File: src/rtl/uart_pkg.sv
`default_nettype none
// ----------------------------------------------------------------------------
// uart_pkg : shared types and constants for the UART transmitter
// Rev 1.0
// ----------------------------------------------------------------------------
package uart_pkg;

    typedef enum logic [2:0] {
        ST_IDLE   = 3'd0,
        ST_START  = 3'd1,
        ST_DATA   = 3'd2,
        ST_PARITY = 3'd3,
        ST_STOP   = 3'd4
    } state_t;

    localparam logic [1:0] c_par_none = 2'b00;
    localparam logic [1:0] c_par_even = 2'b01;
    localparam logic [1:0] c_par_odd  = 2'b10;

    localparam int c_min_div = 2;

    // Mode 2'b11 is deliberately treated the same as no parity.
    function automatic logic par_enabled(input logic [1:0] mode);
        return (mode == c_par_even) || (mode == c_par_odd);
    endfunction

endpackage
`default_nettype wire

File: src/rtl/uart_tx_ctrl_if.sv
`default_nettype none
// ----------------------------------------------------------------------------
// uart_tx_ctrl_if : valid/ready byte input channel of the UART transmitter
// Rev 1.0
// ----------------------------------------------------------------------------
interface uart_tx_ctrl_if #(
    parameter int DATA_W = 8
);
    logic [DATA_W-1:0] in_data;
    logic              in_valid;
    logic              in_ready;

    modport master (output in_data, output in_valid, input  in_ready);
    modport slave  (input  in_data, input  in_valid, output in_ready);
endinterface
`default_nettype wire

File: src/rtl/uart_tx_fifo.sv
`default_nettype none
// ----------------------------------------------------------------------------
// uart_tx_fifo : transmit buffer (storage, pointers, level); used with UART_TX_FIFO_EN
// Rev 1.0
// ----------------------------------------------------------------------------
module uart_tx_fifo #(
    parameter int DATA_W = 8,
    parameter int DEPTH  = 8
) (
    input  logic                     clk,
    input  logic                     rst,
    input  logic                     push,
    input  logic                     pop,
    input  logic [DATA_W-1:0]        wdata,
    output logic [DATA_W-1:0]        rdata,
    output logic [$clog2(DEPTH):0]   level,
    output logic                     full,
    output logic                     empty
);
    localparam int AW = $clog2(DEPTH);

    logic [DATA_W-1:0] r_mem [DEPTH];
    logic [AW-1:0]     r_wr_ptr;
    logic [AW-1:0]     r_rd_ptr;
    logic [AW:0]       r_level;

    always_ff @(posedge clk) begin
        if (push) begin
            r_mem[r_wr_ptr] <= wdata;
        end
    end

    always_ff @(posedge clk) begin
        if (rst) begin
            r_wr_ptr <= '0;
            r_rd_ptr <= '0;
            r_level  <= '0;
        end else begin
            if (push) r_wr_ptr <= r_wr_ptr + 1'b1;
            if (pop)  r_rd_ptr <= r_rd_ptr + 1'b1;
            case ({push, pop})
                2'b10:   r_level <= r_level + 1'b1;
                2'b01:   r_level <= r_level - 1'b1;
                default: r_level <= r_level;
            endcase
        end
    end

    assign rdata = r_mem[r_rd_ptr];
    assign level = r_level;
    assign full  = (r_level == (AW+1)'(DEPTH));
    assign empty = (r_level == '0);

endmodule
`default_nettype wire

File: src/rtl/uart_tx_ctrl.sv
`default_nettype none
// ----------------------------------------------------------------------------
// uart_tx_ctrl : UART transmitter, start/data/parity/stop framing. Define
// UART_TX_FIFO_EN for a FIFO_DEPTH buffer, else a single holding register.
// Rev 1.0
// ----------------------------------------------------------------------------
module uart_tx_ctrl
    import uart_pkg::*;
#(
    parameter int DATA_W     = 8,
    parameter int DIV_W      = 16,
    parameter int FIFO_DEPTH = 8
) (
    input  logic                          clk,
    input  logic                          rst,
    input  logic [DIV_W-1:0]              baud_div,
    input  logic [1:0]                    cfg_par,
    input  logic                          cfg_stop2,
    uart_tx_ctrl_if.slave                 in_if,
    output logic                          tx,
    output logic                          busy,
    output logic [$clog2(FIFO_DEPTH):0]   level
);
    localparam int         LVL_W      = $clog2(FIFO_DEPTH) + 1;
    localparam logic [3:0] c_last_bit = 4'(DATA_W - 1);

    state_t            r_state;
    state_t            w_state_nx;
    logic              w_pop;
    logic              w_push;
    logic              w_full;
    logic              w_empty;
    logic [DATA_W-1:0] w_head;
    logic              w_bit_end;
    logic [DIV_W-1:0]  w_div_eff;

    logic [DIV_W-1:0]  r_div;
    logic [DIV_W-1:0]  r_cnt;
    logic [3:0]        r_bit;
    logic [DATA_W-1:0] r_shift;
    logic              r_par_en;
    logic              r_par_bit;
    logic              r_stop2;

    assign w_push          = in_if.in_valid && in_if.in_ready;
    assign in_if.in_ready  = !rst && !w_full;

`ifdef UART_TX_FIFO_EN
    uart_tx_fifo #(
        .DATA_W (DATA_W),
        .DEPTH  (FIFO_DEPTH)
    ) u_fifo (
        .clk    (clk),
        .rst    (rst),
        .push   (w_push),
        .pop    (w_pop),
        .wdata  (in_if.in_data),
        .rdata  (w_head),
        .level  (level),
        .full   (w_full),
        .empty  (w_empty)
    );
`else
    logic              r_hold_valid;
    logic [DATA_W-1:0] r_hold_data;

    // Push and pop never coincide here: in_ready is low whenever the register holds data.
    always_ff @(posedge clk) begin
        if (rst) begin
            r_hold_valid <= 1'b0;
            r_hold_data  <= '0;
        end else if (w_push) begin
            r_hold_valid <= 1'b1;
            r_hold_data  <= in_if.in_data;
        end else if (w_pop) begin
            r_hold_valid <= 1'b0;
        end
    end

    assign w_head  = r_hold_data;
    assign w_full  = r_hold_valid;
    assign w_empty = !r_hold_valid;
    assign level   = {{(LVL_W-1){1'b0}}, r_hold_valid};
`endif

    assign w_bit_end = (r_cnt == r_div - 1'b1);
    assign w_div_eff = (baud_div < DIV_W'(c_min_div)) ? DIV_W'(c_min_div) : baud_div;

    always_ff @(posedge clk) begin
        if (rst) r_state <= ST_IDLE;
        else     r_state <= w_state_nx;
    end

    always_comb begin
        w_state_nx = r_state;
        w_pop      = 1'b0;
        case (r_state)
            ST_IDLE: begin
                if (!w_empty) begin
                    w_pop      = 1'b1;
                    w_state_nx = ST_START;
                end
            end
            ST_START:  if (w_bit_end) w_state_nx = ST_DATA;
            ST_DATA: begin
                if (w_bit_end && r_bit == c_last_bit)
                    w_state_nx = r_par_en ? ST_PARITY : ST_STOP;
            end
            ST_PARITY: if (w_bit_end) w_state_nx = ST_STOP;
            ST_STOP: begin
                // The next frame, if queued, starts without an idle gap.
                if (w_bit_end && (!r_stop2 || r_bit == 4'd1)) begin
                    if (!w_empty) begin
                        w_pop      = 1'b1;
                        w_state_nx = ST_START;
                    end else begin
                        w_state_nx = ST_IDLE;
                    end
                end
            end
            default:   w_state_nx = ST_IDLE;
        endcase
    end

    always_comb begin
        tx   = 1'b1;
        busy = (r_state != ST_IDLE);
        case (r_state)
            ST_START:  tx = 1'b0;
            ST_DATA:   tx = r_shift[0];
            ST_PARITY: tx = r_par_bit;
            default:   tx = 1'b1;
        endcase
    end

    // Frame settings are captured at the pop so mid-frame changes only affect later frames.
    always_ff @(posedge clk) begin
        if (rst) begin
            r_div     <= DIV_W'(c_min_div);
            r_cnt     <= '0;
            r_bit     <= '0;
            r_shift   <= '0;
            r_par_en  <= 1'b0;
            r_par_bit <= 1'b0;
            r_stop2   <= 1'b0;
        end else begin
            if (w_pop) begin
                r_div     <= w_div_eff;
                r_par_en  <= par_enabled(cfg_par);
                r_par_bit <= (^w_head) ^ (cfg_par == c_par_odd);
                r_stop2   <= cfg_stop2;
                r_shift   <= w_head;
            end
            if (w_state_nx != r_state) begin
                r_cnt <= '0;
                r_bit <= '0;
            end else if (r_state != ST_IDLE) begin
                if (w_bit_end) begin
                    r_cnt <= '0;
                    r_bit <= r_bit + 1'b1;
                    if (r_state == ST_DATA) r_shift <= r_shift >> 1;
                end else begin
                    r_cnt <= r_cnt + 1'b1;
                end
            end
        end
    end

endmodule
`default_nettype wire
File: src/flat_wrapper.sv
// flat-port wrapper written by rule: the top's interface ports become plain ports
module uart_tx_ctrl_flat import uart_pkg::*;
#(
    parameter int DATA_W     = 8,
    parameter int DIV_W      = 16,
    parameter int FIFO_DEPTH = 8
)
  (clk, rst, baud_div, cfg_par, cfg_stop2, tx, busy, level, in_if_in_data, in_if_in_valid, in_if_in_ready);
  uart_tx_ctrl_if #(.DATA_W(DATA_W)) in_if_i ();
  input  logic clk;
  input  logic rst;
  input  logic [DIV_W-1:0] baud_div;
  input  logic [1:0] cfg_par;
  input  logic cfg_stop2;
  output logic tx;
  output logic busy;
  output logic [$clog2(FIFO_DEPTH):0] level;
  input wire logic [$bits(in_if_i.in_data)-1:0] in_if_in_data;
  input wire logic [$bits(in_if_i.in_valid)-1:0] in_if_in_valid;
  output wire logic [$bits(in_if_i.in_ready)-1:0] in_if_in_ready;
  assign in_if_i.in_data = in_if_in_data;
  assign in_if_i.in_valid = in_if_in_valid;
  assign in_if_in_ready = in_if_i.in_ready;
  uart_tx_ctrl #(.DATA_W(DATA_W), .DIV_W(DIV_W), .FIFO_DEPTH(FIFO_DEPTH)) u_core (.clk(clk), .rst(rst), .baud_div(baud_div), .cfg_par(cfg_par), .cfg_stop2(cfg_stop2), .in_if(in_if_i), .tx(tx), .busy(busy), .level(level));
endmodule
File: config.mk
export PLATFORM = sky130hd
export DESIGN_NAME = uart_tx_ctrl_flat
export DESIGN_NICKNAME = d
export VERILOG_FILES = /design/src/rtl/uart_pkg.sv /design/src/rtl/uart_tx_ctrl_if.sv /design/src/rtl/uart_tx_fifo.sv /design/src/rtl/uart_tx_ctrl.sv /design/src/flat_wrapper.sv
export SDC_FILE = /design/constraint.sdc
export NUM_CORES = 1
export LEC_CHECK = 0
export CAP_MARGIN = 10
export CORE_MARGIN = 8
export CORE_UTILIZATION = 60
export DETAILED_ROUTE_END_ITERATION = 8
export PLACE_DENSITY = 0.94
export SLEW_MARGIN = 20
export SYNTH_ARGS = -nofsm -noshare
export SYNTH_HDL_FRONTEND = slang
export SYNTH_SLANG_ARGS = --single-unit
File: constraint.sdc
create_clock -name clk -period 7.6 [get_ports clk]
set_input_delay 0.76 -clock clk [delete_from_list [all_inputs] [get_ports clk]]
set_output_delay 0.76 -clock clk [all_outputs]
set_load 0.05 [all_outputs]
==> metrics.md, run 1 <==
| Metric | Value |
|---|---|
| Sinks on Clock Net | `59` |
| Setup CP Type | `reg -> reg` |
| Via density | `6.47` |
| Initial antenna violation count | `0` |
| Worst setup SP type | `register` |
| Final Hold Vio Count | `0` |
| Core Region | `5510 sq um` |
| Min Hold Slack | `0.483 ns` |
| CP Max Fanout | `20` |
| Final Non-Filler Cells | `525` |
| Gr ovfl total | `0` |
| CP endpoint kind | `register` |
| Final-report max-slew violation count | `0` |
| Multiplexer share of the synthesized area | `0%` |
| Postcts setup bufs | `0` |
| Gpl congestion | `0.956` |
| Max_slew headroom | `27.8%` |
| H-tree depth | `3` |
| # port buffers | `33` |
| Die Width | `91.4 um` |
| Setup TNS | `0 ns` |
| Via count | `3,396` |
| Crit path from | `u_core.r_div[0]` |
| Post-synth EDFFs | `0` |
| Slack of the critical path | `3.80 ns` |
| Top cell type's share of synthesized area | `34.6%` |
| Static Leak | `1.35 nW` |
| Pwr dens | `212 nW/um^2` |
| Post-Syn Area per Cell | `7.96 sq um` |
| Max cap viols | `0` |
| Worst-Skew Late Latency | `0.35 ns` |
| Longest Clk Path Bufs | `2` |
| Post-Synth Simple-Gate Area | `24.0%` |
| FF+latch count, synth | `59` |
| Upper clock frequency limit | `263 MHz` |
| HPWL after detailed placement | `5.96 mm` |
| Hold_buf cts | `0` |
| Final wirelength | `9.02 mm` |
| Worst hold path startpoint | `u_core.r_hold_data[1]` |
| Clock slew at reported path FFs | `0.07 ns` |
| First-pass GRT wire length | `14.9 mm` |
| Worst vdd ir | `0.000160 V` |
| Endpoints failing setup | `0` |
| Ant. Diodes | `0` |
| Crit path largest cell delay | `0.68 ns` |
| XOR/XNOR Fraction of Synth Area | `11.5%` |
| Largest family of logic cells by synthesized area | `simple AND/OR/NAND/NOR gates` |
| Die area | `8360 sq um` |
| Asr flop ratio synth | `0%` |
| Area Overhead vs Synth | `16.2%` |
| Num ports | `37` |
| Unrepaired setup endpoints after global routing | `no` |
| WP data required | `7.81 ns` |
| Total GRT Usage | `21.7%` |
| Synth unique cells | `50` |
| Ys flop type | `dfxtp_1` |
| Post-route ant nets | `0` |
| R2R Path Start | `u_core.r_div[0]` |
| Tmin final | `3.80 ns` |
| Routed WL per cell | `17.2 um` |
| Placed insts | `508` |
| CP max-delay cell | `nand4_1` |
| Tot Pwr | `0.841 mW` |
| CTS Buf Count | `9` |
| Sequential share of the synthesized area | `34.6%` |
| Core Rows | `27` |
| Synthesis Warnings | `0` |
| Largest area contributor in the netlist | `dfxtp_1` |
| Layout cells sized above 1 | `6.40%` |
| Synth Area in Adders | `1.83%` |
| Fillers | `374` |
| Top cells by area, synth | `dfxtp_1 35%, xnor2_1 6.2%, nand3_1 5.9%, xor2_1 5.4%, a21oi_1 4.8%` |
| Starting Density | `62.0%` |
| Cell with the most instances after synthesis | `dfxtp_1` |
| DRT Pass-1 Iters | `5` |
| Hold Path Class | `reg -> reg` |
| Compound-Gate Fraction of Synth Area | `22.0%` |
| Pre-CTS setup slack | `3.53 ns` |
| Synth cell count leaders | `59 x dfxtp_1, 40 x nand3_1, 33 x a21oi_1, 32 x nand2_1, 30 x o21ai_0` |
| Worst path arrival time | `4.01 ns` |
| 1st-iter DRT viols | `264` |
| Mapped Area | `3410 sq um` |
| CTS tree | `built` |
| Gate Count Post-Synth | `429` |
| Largest net degree at the start of global routing | `48` |
| Clk_skew | `0.00732 ns` |
| Final nets | `483` |
| PostCTS Resize Cnt | `0` |
| Period utilization | `50.0%` |
| DRC | `0` |
| Area of the multi-input gates | `2040 sq um` |
| Chip height | `91.4 um` |
| Outcome | `finished clean` |
| Critical-path cell list | `inv_1 > ha_1 > nor3b_4 > a31oi_1 > or3_1 > nor4_1 > nand4_1 > o211ai_1 > clkbuf_4 > a221oi_1` |
| Worst Max-Slew Pin Slew | `1.08 ns` |
| Number of global-route vias before repair | `3,253` |
| Reg area | `1180 sq um` |
| CTS root buf | `clkbuf_8` |
[area by class of cell]
cell class                      instances  share of cell area (%)
Sequential cell                        59                    29.8
Inverter                               16                    1.51
Timing Repair Buffer                   38                    9.27
Tap cell                               72                    2.27
Clock inverter                          4                    1.83
Clock buffer                           12                    3.91
Multi-Input combinational cell        324                    51.4
[report_power, final]
part,total [mW],switching (mW),leakage (nW),internal [mW]
sequential,0.343,0.0195,0.479,0.323
combinational,0.167,0.0976,0.756,0.0692
clock,0.331,0.129,0.113,0.202
[metal layers]
metal | vias to the layer above | track usage [%] | routed length [um]
li1 | 1602 | - | -
met3 | 24 | 4.20 | 602
met5 | - | 0 | 0
met1 | 1612 | 25.1 | 3810
met2 | 158 | 36.5 | 4390
met4 | 0 | 12.0 | 221
[cells in the final DEF, fill, tap and decap left out, types with 3 or more instances in the layout]
master           count
nand4_1             15
nor2_1              14
or3_1                5
dfxtp_1             59
a221oi_1             3
conb_1               3
xnor2_1             24
a21oi_1             33
o21ai_0             30
xor2_1              21
o31ai_1             10
clkbuf_8            11
a31oi_1             11
o211ai_1             4
clkdlybuf4s50_1     33
a211oi_1            19
inv_1               15
nor3_1              12
and2_1               4
nand3_1             40
nor4_1              10
nand2_1             32
buf_4                4
ha_1                 5
[worst paths after layout]
path,to,slack (ns),cells past startpoint
min reg2reg,u_core.r_hold_data[1],0.48,2
min,u_core.r_hold_data[1],0.48,2
max reg2reg,u_core.r_cnt[1],3.80,10
max,u_core.r_cnt[1],3.80,10
[through the flow]
stage	util (%)	instance area, sq um
4_1_cts	71.9	3960
2_1_floorplan	-	3420
3_5_place_dp	67.8	3730
3_3_place_gp	67.8	3730
6_report	72.0	3970
5_1_grt	72.0	3970
[critical path, delay by kind of cell (launching register included)]
kind            cells  cell delay, ns
buf+inv             2            0.41
flops               1            0.37
fa+ha+maj           1            0.26
compound gates      3            0.93
simple gates        4            1.68
[flip-flops by register name, indices dropped and copies added (netlist names)]
signal,flops
u_core.r_par_en,1
u_core.r_cnt,16
u_core.r_stop2,1
u_core.r_par_bit,1
u_core.r_hold_valid,1
u_core.r_shift,8
u_core.r_div,16
u_core.r_hold_data,8
u_core.r_state,3
u_core.r_bit,4
[kinds of logic (layout without fill, tap and decap cells)]
logic type	count (synthesis)	in the layout
flip-flops	59	59
AO/OA/AOI/OAI	120	120
XOR/XNOR	45	45
AND/OR/NAND/NOR	151	151
other	1	3
buffers and inverters	48	70
adder cells (fa/ha/maj)	5	5
Note: power is estimated with default switching activity, not from simulation.
==> run 2, diff against run 1 <==
CORE_UTILIZATION = 51   (was 60)
PLACE_DENSITY = 0.86   (was 0.94)
clock period = 3.45 ns   (was 7.6 ns; I/O delays follow)
==> run 2 against run 1 <==
  * Die area grew 14%
  * Worst setup slack lost 3.5 ns
  * Largest power group unchanged
  * Hold slack lost 0.012 ns
  * Combinational power grew 120%
  * Via count shrank 3.8%
  * Largest cell class unchanged
==> metrics.md, run 2 (synthesized netlist as in run 1, its figures left out) <==
| Metric | Value |
|---|---|
| Final Non-Filler Cells | `537 (+2.3%)` |
| WP data required | `3.64 ns (-4.17 ns)` |
| Worst vdd ir | `0.000300 V (+88%)` |
| R2R Path Start | `u_core.r_div[0]` |
| Clk_skew | `0.00946 ns (+0.00214 ns)` |
| Final core utilization | `59.9% (-12 points)` |
| Gpl congestion | `0.979 (+2.4%)` |
| Longest Clk Path Bufs | `2 (unchanged)` |
| Crit path from | `u_core.r_div[0]` |
| Worst-Skew Late Latency | `0.33 ns (-0.02 ns)` |
| 1st-iter DRT viols | `199 (-25%)` |
| CTS tree | `built` |
| Clock slew at reported path FFs | `0.06 ns (about the same)` |
| Setup TNS | `0 ns (unchanged)` |
| Final nets | `487 (+0.83%)` |
| Upper clock frequency limit | `314 MHz (+19%)` |
| Die Width | `97.8 um (+7.0%)` |
| Gr ovfl total | `0 (unchanged)` |
| Seq pwr share | `43.7% (+2.9 points)` |
| CP endpoint kind | `register` |
| Total GRT Usage | `17.6% (-4.0 points)` |
| Clk network pwr share | `34.9% (-4.5 points)` |
| Area Overhead vs Synth | `16.5%` |
| Period utilization | `92.4% (+42 points)` |
| First-pass GRT wire length | `14.2 mm (-4.9%)` |
| Ant. Diodes | `0 (unchanged)` |
| Most common cell after layout, fill and taps aside | `dfxtp_1` |
| Logic pwr share | `21.4% (+1.6 points)` |
| Number of global-route vias before repair | `3,064 (-5.8%)` |
| Final Hold Vio Count | `0 (unchanged)` |
| Hold Path Class | `reg -> reg` |
| Unrepaired setup endpoints after global routing | `no` |
| Static Leak | `1.35 nW (+0.37%)` |
| CP Max Fanout | `12 (-40%)` |
| Placed cell area | `3780 sq um (+1.3%)` |
| Worst setup SP type | `register` |
| Pwr dens | `433 nW/um^2 (+100%)` |
| Post-route ant nets | `0 (unchanged)` |
| Max cap viols | `0 (unchanged)` |
| Core Region | `6640 sq um (+21%)` |
| Layout cells sized above 1 | `7.44% (+1.0 points)` |
| Pre-CTS setup slack | `0.342 ns (-3.18 ns)` |
| Tmin final | `3.19 ns (-0.611 ns)` |
| Largest net degree at the start of global routing | `47 (-2.1%)` |
| Hold_buf cts | `0 (unchanged)` |
| H-tree depth | `3 (unchanged)` |
| Via density | `6.09 (-5.9%)` |
| Commonest cells after routing, fill and taps aside | `59 x dfxtp_1, 40 x nand3_1, 33 x a21oi_1, 33 x clkdlybuf4s50_1, 32 x nand2_1` |
| Post-route cell area | `3980 sq um (+0.28%)` |
| Starting Density | `51.4% (-11 points)` |
| Psw | `0.518 mW (+110%)` |
| Outcome | `finished clean` |
| Die area | `9570 sq um (+14%)` |
| Worst Max-Slew Pin Slew | `0.595 ns (-0.485 ns)` |
| Worst hold path startpoint | `u_core.r_shift[7]` |
| Initial antenna violation count | `0 (unchanged)` |
| # port buffers | `33 (unchanged)` |
| DRC | `0 (unchanged)` |
| Via count | `3,268 (-3.8%)` |
| Placed insts | `521 (+2.6%)` |
| Max_slew headroom | `60.2% (+32 points)` |
| Setup CP Type | `reg -> reg` |
| Num ports | `37 (unchanged)` |
| Switching Share | `30.0% (+0.75 points)` |
| DRT Pass-1 Iters | `5 (unchanged)` |
| Min Hold Slack | `0.470 ns (-0.0124 ns)` |
| Endpoints failing setup | `0 (unchanged)` |
| Worst path arrival time | `3.38 ns (-0.63 ns)` |
| Postcts setup bufs | `0 (unchanged)` |
| Chip height | `97.8 um (+7.0%)` |
| CTS Buf Count | `9 (unchanged)` |
| Final-report max-slew violation count | `0 (unchanged)` |
| Top Registers | `u_core.r_cnt x16, u_core.r_div x16` |
| CTS root buf | `clkbuf_8` |
| Tot Pwr | `1.72 mW (+110%)` |
| PostCTS Resize Cnt | `0 (unchanged)` |
| Slack of the critical path | `0.262 ns (-3.54 ns)` |
| Sinks on Clock Net | `59 (unchanged)` |
| HPWL after detailed placement | `5.86 mm (-1.6%)` |
| Core Rows | `30 (+11%)` |
| P_int | `1.21 mW (+100%)` |
| Final wirelength | `8.32 mm (-7.8%)` |
| Routed WL per cell | `15.5 um (-9.9%)` |
run 2: cell count changes in the layout (fill, tap and decap cells not counted):
cell | before | now
buf_4 | 4 | 9
bufinv_16 | 2 | 0
clkbuf_1 | 1 | 0
clkbuf_4 | 1 | 0
clkbuf_8 | 11 | 13
clkinvlp_4 | 1 | 2
run 2: worst paths after layout:
check,to,slack [ns],cells after the start
max,u_core.r_bit[2],0.26,10
min,u_core.r_shift[7],0.47,2
max reg2reg,u_core.r_bit[2],0.26,10
min reg2reg,u_core.r_shift[7],0.47,2
run 2: metal layers:
metal	part of all wire (%)	global-route usage (%)	vias to the layer above
met5	0	0	-
met4	1.6	6.83	0
met1	46	22.8	1508
met2	46	28.3	135
met3	5.9	3.20	15
li1	-	-	1610
run 2: worst max-delay path, stage by stage (launching register included):
cell and delay [ns]:
dfxtp_1 0.36, inv_1 0.08, ha_1 0.26, nor3b_4 0.36, a31oi_1 0.14, or3_1 0.34
nor4_1 0.36, nand4_1 0.35, buf_4 0.30, o221ai_1 0.40, a211oi_1 0.09
run 2: cell type report:
type | count | area (sq um)
clock buffer | 13 | 179
fill | 554 | 2670
tap | 80 | 100
clock inverter | 3 | 20.0
multi-input combinational | 324 | 2040
timing repair buffer | 42 | 398
inverter | 16 | 60.1
sequential | 59 | 1180
run 2: power groups by stage:
stage | registers [mW] | clock network (mW) | logic, mW
global placement | 0.765 | 0 | 0.354
detailed placement | 0.767 | 0 | 0.362
finish | 0.753 | 0.602 | 0.369
global route | 0.757 | 0.638 | 0.407
floorplan | 0.752 | 0 | 0.273
CTS | 0.752 | 0.608 | 0.366
==> run 3, diff against run 2 <==
CORE_UTILIZATION = 57   (was 51)
GPL_ROUTABILITY_DRIVEN = 0   (was not set)
PLACE_DENSITY = 0.9   (was 0.86)
clock period = 3.6 ns   (was 3.45 ns; I/O delays follow)
==> run 3 against run 2 <==
  * Sequential share of layout area is 0.14 points higher
  * Final cell count shrank 1.1%
  * Global-route usage grew 2.8 points
  * Design area down 0.47%
  * Fmax increased by 1.4%
  * Critical path type unchanged
  * Critical endpoint unchanged
  * Highest routed layer unchanged
==> metrics.md, run 3 (synthesized netlist as in run 1, its figures left out) <==
| Metric | Value |
|---|---|
| Outcome | `finished clean` |
| CTS root buf | `clkbuf_8` |
| Critical-path cell list | `inv_1 > ha_1 > nor3b_4 > nand4_1 > xnor2_1 > nor4_4 > nand4_1 > buf_4 > o221ai_1 > a211oi_1` |
| Clk_skew | `0.00554 ns (-0.00392 ns)` |
| Static Leak | `1.35 nW (-0.30%)` |
| Tot Pwr | `1.68 mW (-2.7%)` |
| Setup TNS | `0 ns (unchanged)` |
| Commonest cells after routing, fill and taps aside | `59 x dfxtp_1, 40 x nand3_1, 33 x a21oi_1, 33 x clkdlybuf4s50_1, 32 x nand2_1` |
| First-pass GRT wire length | `14.6 mm (+2.6%)` |
| Worst setup SP type | `register` |
| Fillers | `435 (-21%)` |
| Worst path bufs/invs | `2 (unchanged)` |
| Crit path largest cell delay | `0.41 ns (about the same)` |
| Starting Density | `58.4% (+7.0 points)` |
| Worst-Skew Late Latency | `0.34 ns (about the same)` |
| Via density | `6.43 (+5.7%)` |
| Postcts setup bufs | `0 (unchanged)` |
| HPWL after detailed placement | `6.11 mm (+4.2%)` |
| Worst path arrival time | `3.35 ns (-0.03 ns)` |
| CP Max Fanout | `12 (unchanged)` |
| DRT Pass-1 Iters | `5 (unchanged)` |
| CP endpoint kind | `register` |
| Most common cell after layout, fill and taps aside | `dfxtp_1` |
| Reg area | `1180 sq um (unchanged)` |
| Upper clock frequency limit | `318 MHz (+1.4%)` |
| Largest net degree at the start of global routing | `47 (unchanged)` |
| Routed WL per cell | `16.5 um (+6.6%)` |
| Die Width | `93.4 um (-4.5%)` |
| CTS tree | `built` |
| Sinks on Clock Net | `59 (unchanged)` |
| Worst Max-Slew Pin Slew | `0.601 ns (+0.00557 ns)` |
| Total GRT Usage | `20.5% (+2.8 points)` |
| Gr ovfl total | `0 (unchanged)` |
| Final-report max-slew violation count | `0 (unchanged)` |
| Area Overhead vs Synth | `15.9%` |
| Tmin final | `3.14 ns (-0.0448 ns)` |
| DRC | `0 (unchanged)` |
| Max_slew headroom | `59.8% (-0.37 points)` |
| H-tree depth | `3 (unchanged)` |
| Max cap viols | `0 (unchanged)` |
| Setup CP Type | `reg -> reg` |
| Chip height | `93.4 um (-4.5%)` |
| Longest Clk Path Bufs | `2 (unchanged)` |
| Worst vdd ir | `0.000339 V (+13%)` |
| Number of global-route vias before repair | `3,159 (+3.1%)` |
| Unrepaired setup endpoints after global routing | `no` |
| # port buffers | `33 (unchanged)` |
| Final wirelength | `8.77 mm (+5.4%)` |
| Met2 Resource Use GR | `32.4% (+4.1 points)` |
| Endpoints failing setup | `0 (unchanged)` |
| Top Registers | `u_core.r_cnt x16, u_core.r_div x16` |
| WP data required | `3.81 ns (+0.17 ns)` |
| Via count | `3,415 (+4.5%)` |
| Area of the multi-input gates | `2040 sq um (unchanged)` |
| GR Util met3 | `4.57% (+1.4 points)` |
| Layout cells sized above 1 | `7.02% (-0.42 points)` |
| Hold Path Class | `reg -> reg` |
| Period utilization | `87.3% (-5.1 points)` |
| Pwr dens | `424 nW/um^2 (-2.2%)` |
| Global route hottest layer | `met2` |
| Clock slew at reported path FFs | `0.07 ns (about the same)` |
| Post-route ant nets | `0 (unchanged)` |
| Core Rows | `28 (-6.7%)` |
| Critical Path Most Common Cell | `nand4_1` |
| Core Region | `5850 sq um (-12%)` |
| PostCTS Resize Cnt | `0 (unchanged)` |
| GR Util met1 | `26.1% (+3.3 points)` |
| Num ports | `37 (unchanged)` |
| CP max-delay cell | `o221ai_1` |
| Hold_buf cts | `0 (unchanged)` |
| Final nets | `486 (-0.21%)` |
| Ant. Diodes | `0 (unchanged)` |
| Die area | `8720 sq um (-8.9%)` |
| Final Hold Vio Count | `0 (unchanged)` |
| Initial antenna violation count | `0 (unchanged)` |
| 1st-iter DRT viols | `244 (+23%)` |
| Critical path's top delay family | `simple AND/OR/NAND/NOR gates` |
| CTS Buf Count | `9 (unchanged)` |
==> run 3: cell count changes in the layout (fill, tap and decap cells not counted) <==
cell | previous run | this run
clkinvlp_4 | 2 | 1
clkbuf_1 | 0 | 1
bufinv_16 | 0 | 1
buf_4 | 9 | 8
clkinv_2 | 1 | 3
clkbuf_8 | 13 | 10
==> run 3: worst min-delay path: stages (launching register included) <==
cell	delay, ns
dfxtp_1	0.33
nand2_1	0.06
a21oi_1	0.05
==> run 3: report_power, final <==
group	switching [mW]	internal (mW)	total [mW]
Sequential	0.0421	0.683	0.725
Combinational	0.207	0.149	0.356
Clock	0.262	0.335	0.596
Total	0.511	1.17	1.68
==> run 3: worst paths after layout <==
| kind | startpoint | end | slack [ns] | cells past startpoint |
|---|---|---|---|---|
| worst min-delay path | u_core.r_hold_data[1] | u_core.r_hold_data[1] | 0.48 | 2 |
| worst min register to register | u_core.r_hold_data[1] | u_core.r_hold_data[1] | 0.48 | 2 |
| worst max register to register | u_core.r_div[0] | u_core.r_bit[2] | 0.46 | 10 |
| worst max-delay path | u_core.r_div[0] | u_core.r_bit[2] | 0.46 | 10 |
==> run 3: metrics by stage <==
stage | setup slack (ns) | instances | hold WS [ns] | area (sq um) | utilization [%]
2_1_floorplan | 0.891 | 431 | 0.442 | 3420 | -
3_3_place_gp | 0.710 | 515 | 0.454 | 3760 | 64.3
3_5_place_dp | 0.520 | 515 | 0.475 | 3760 | 64.3
4_1_cts | 0.508 | 531 | 0.485 | 3960 | 67.7
5_1_grt | 0.175 | 531 | 0.511 | 3960 | 67.7
6_report | 0.456 | 531 | 0.481 | 3960 | 67.7
==> run 3: layout make-up <==
cell class,instances,share of cell area [%]
multi-input cells,324,51.5
flip-flops and latches,59,29.8
repair buffers,41,9.86
clock buffers,11,3.57
well taps,75,2.37
inverters,16,1.52
clock inverters,5,1.33
==> run 3: layer usage <==
layer | share of wire, % | vias up
li1 | - | 1608
met1 | 43 | 1631
met2 | 47 | 153
met3 | 7.3 | 23
met4 | 2.2 | 0
met5 | 0 | -
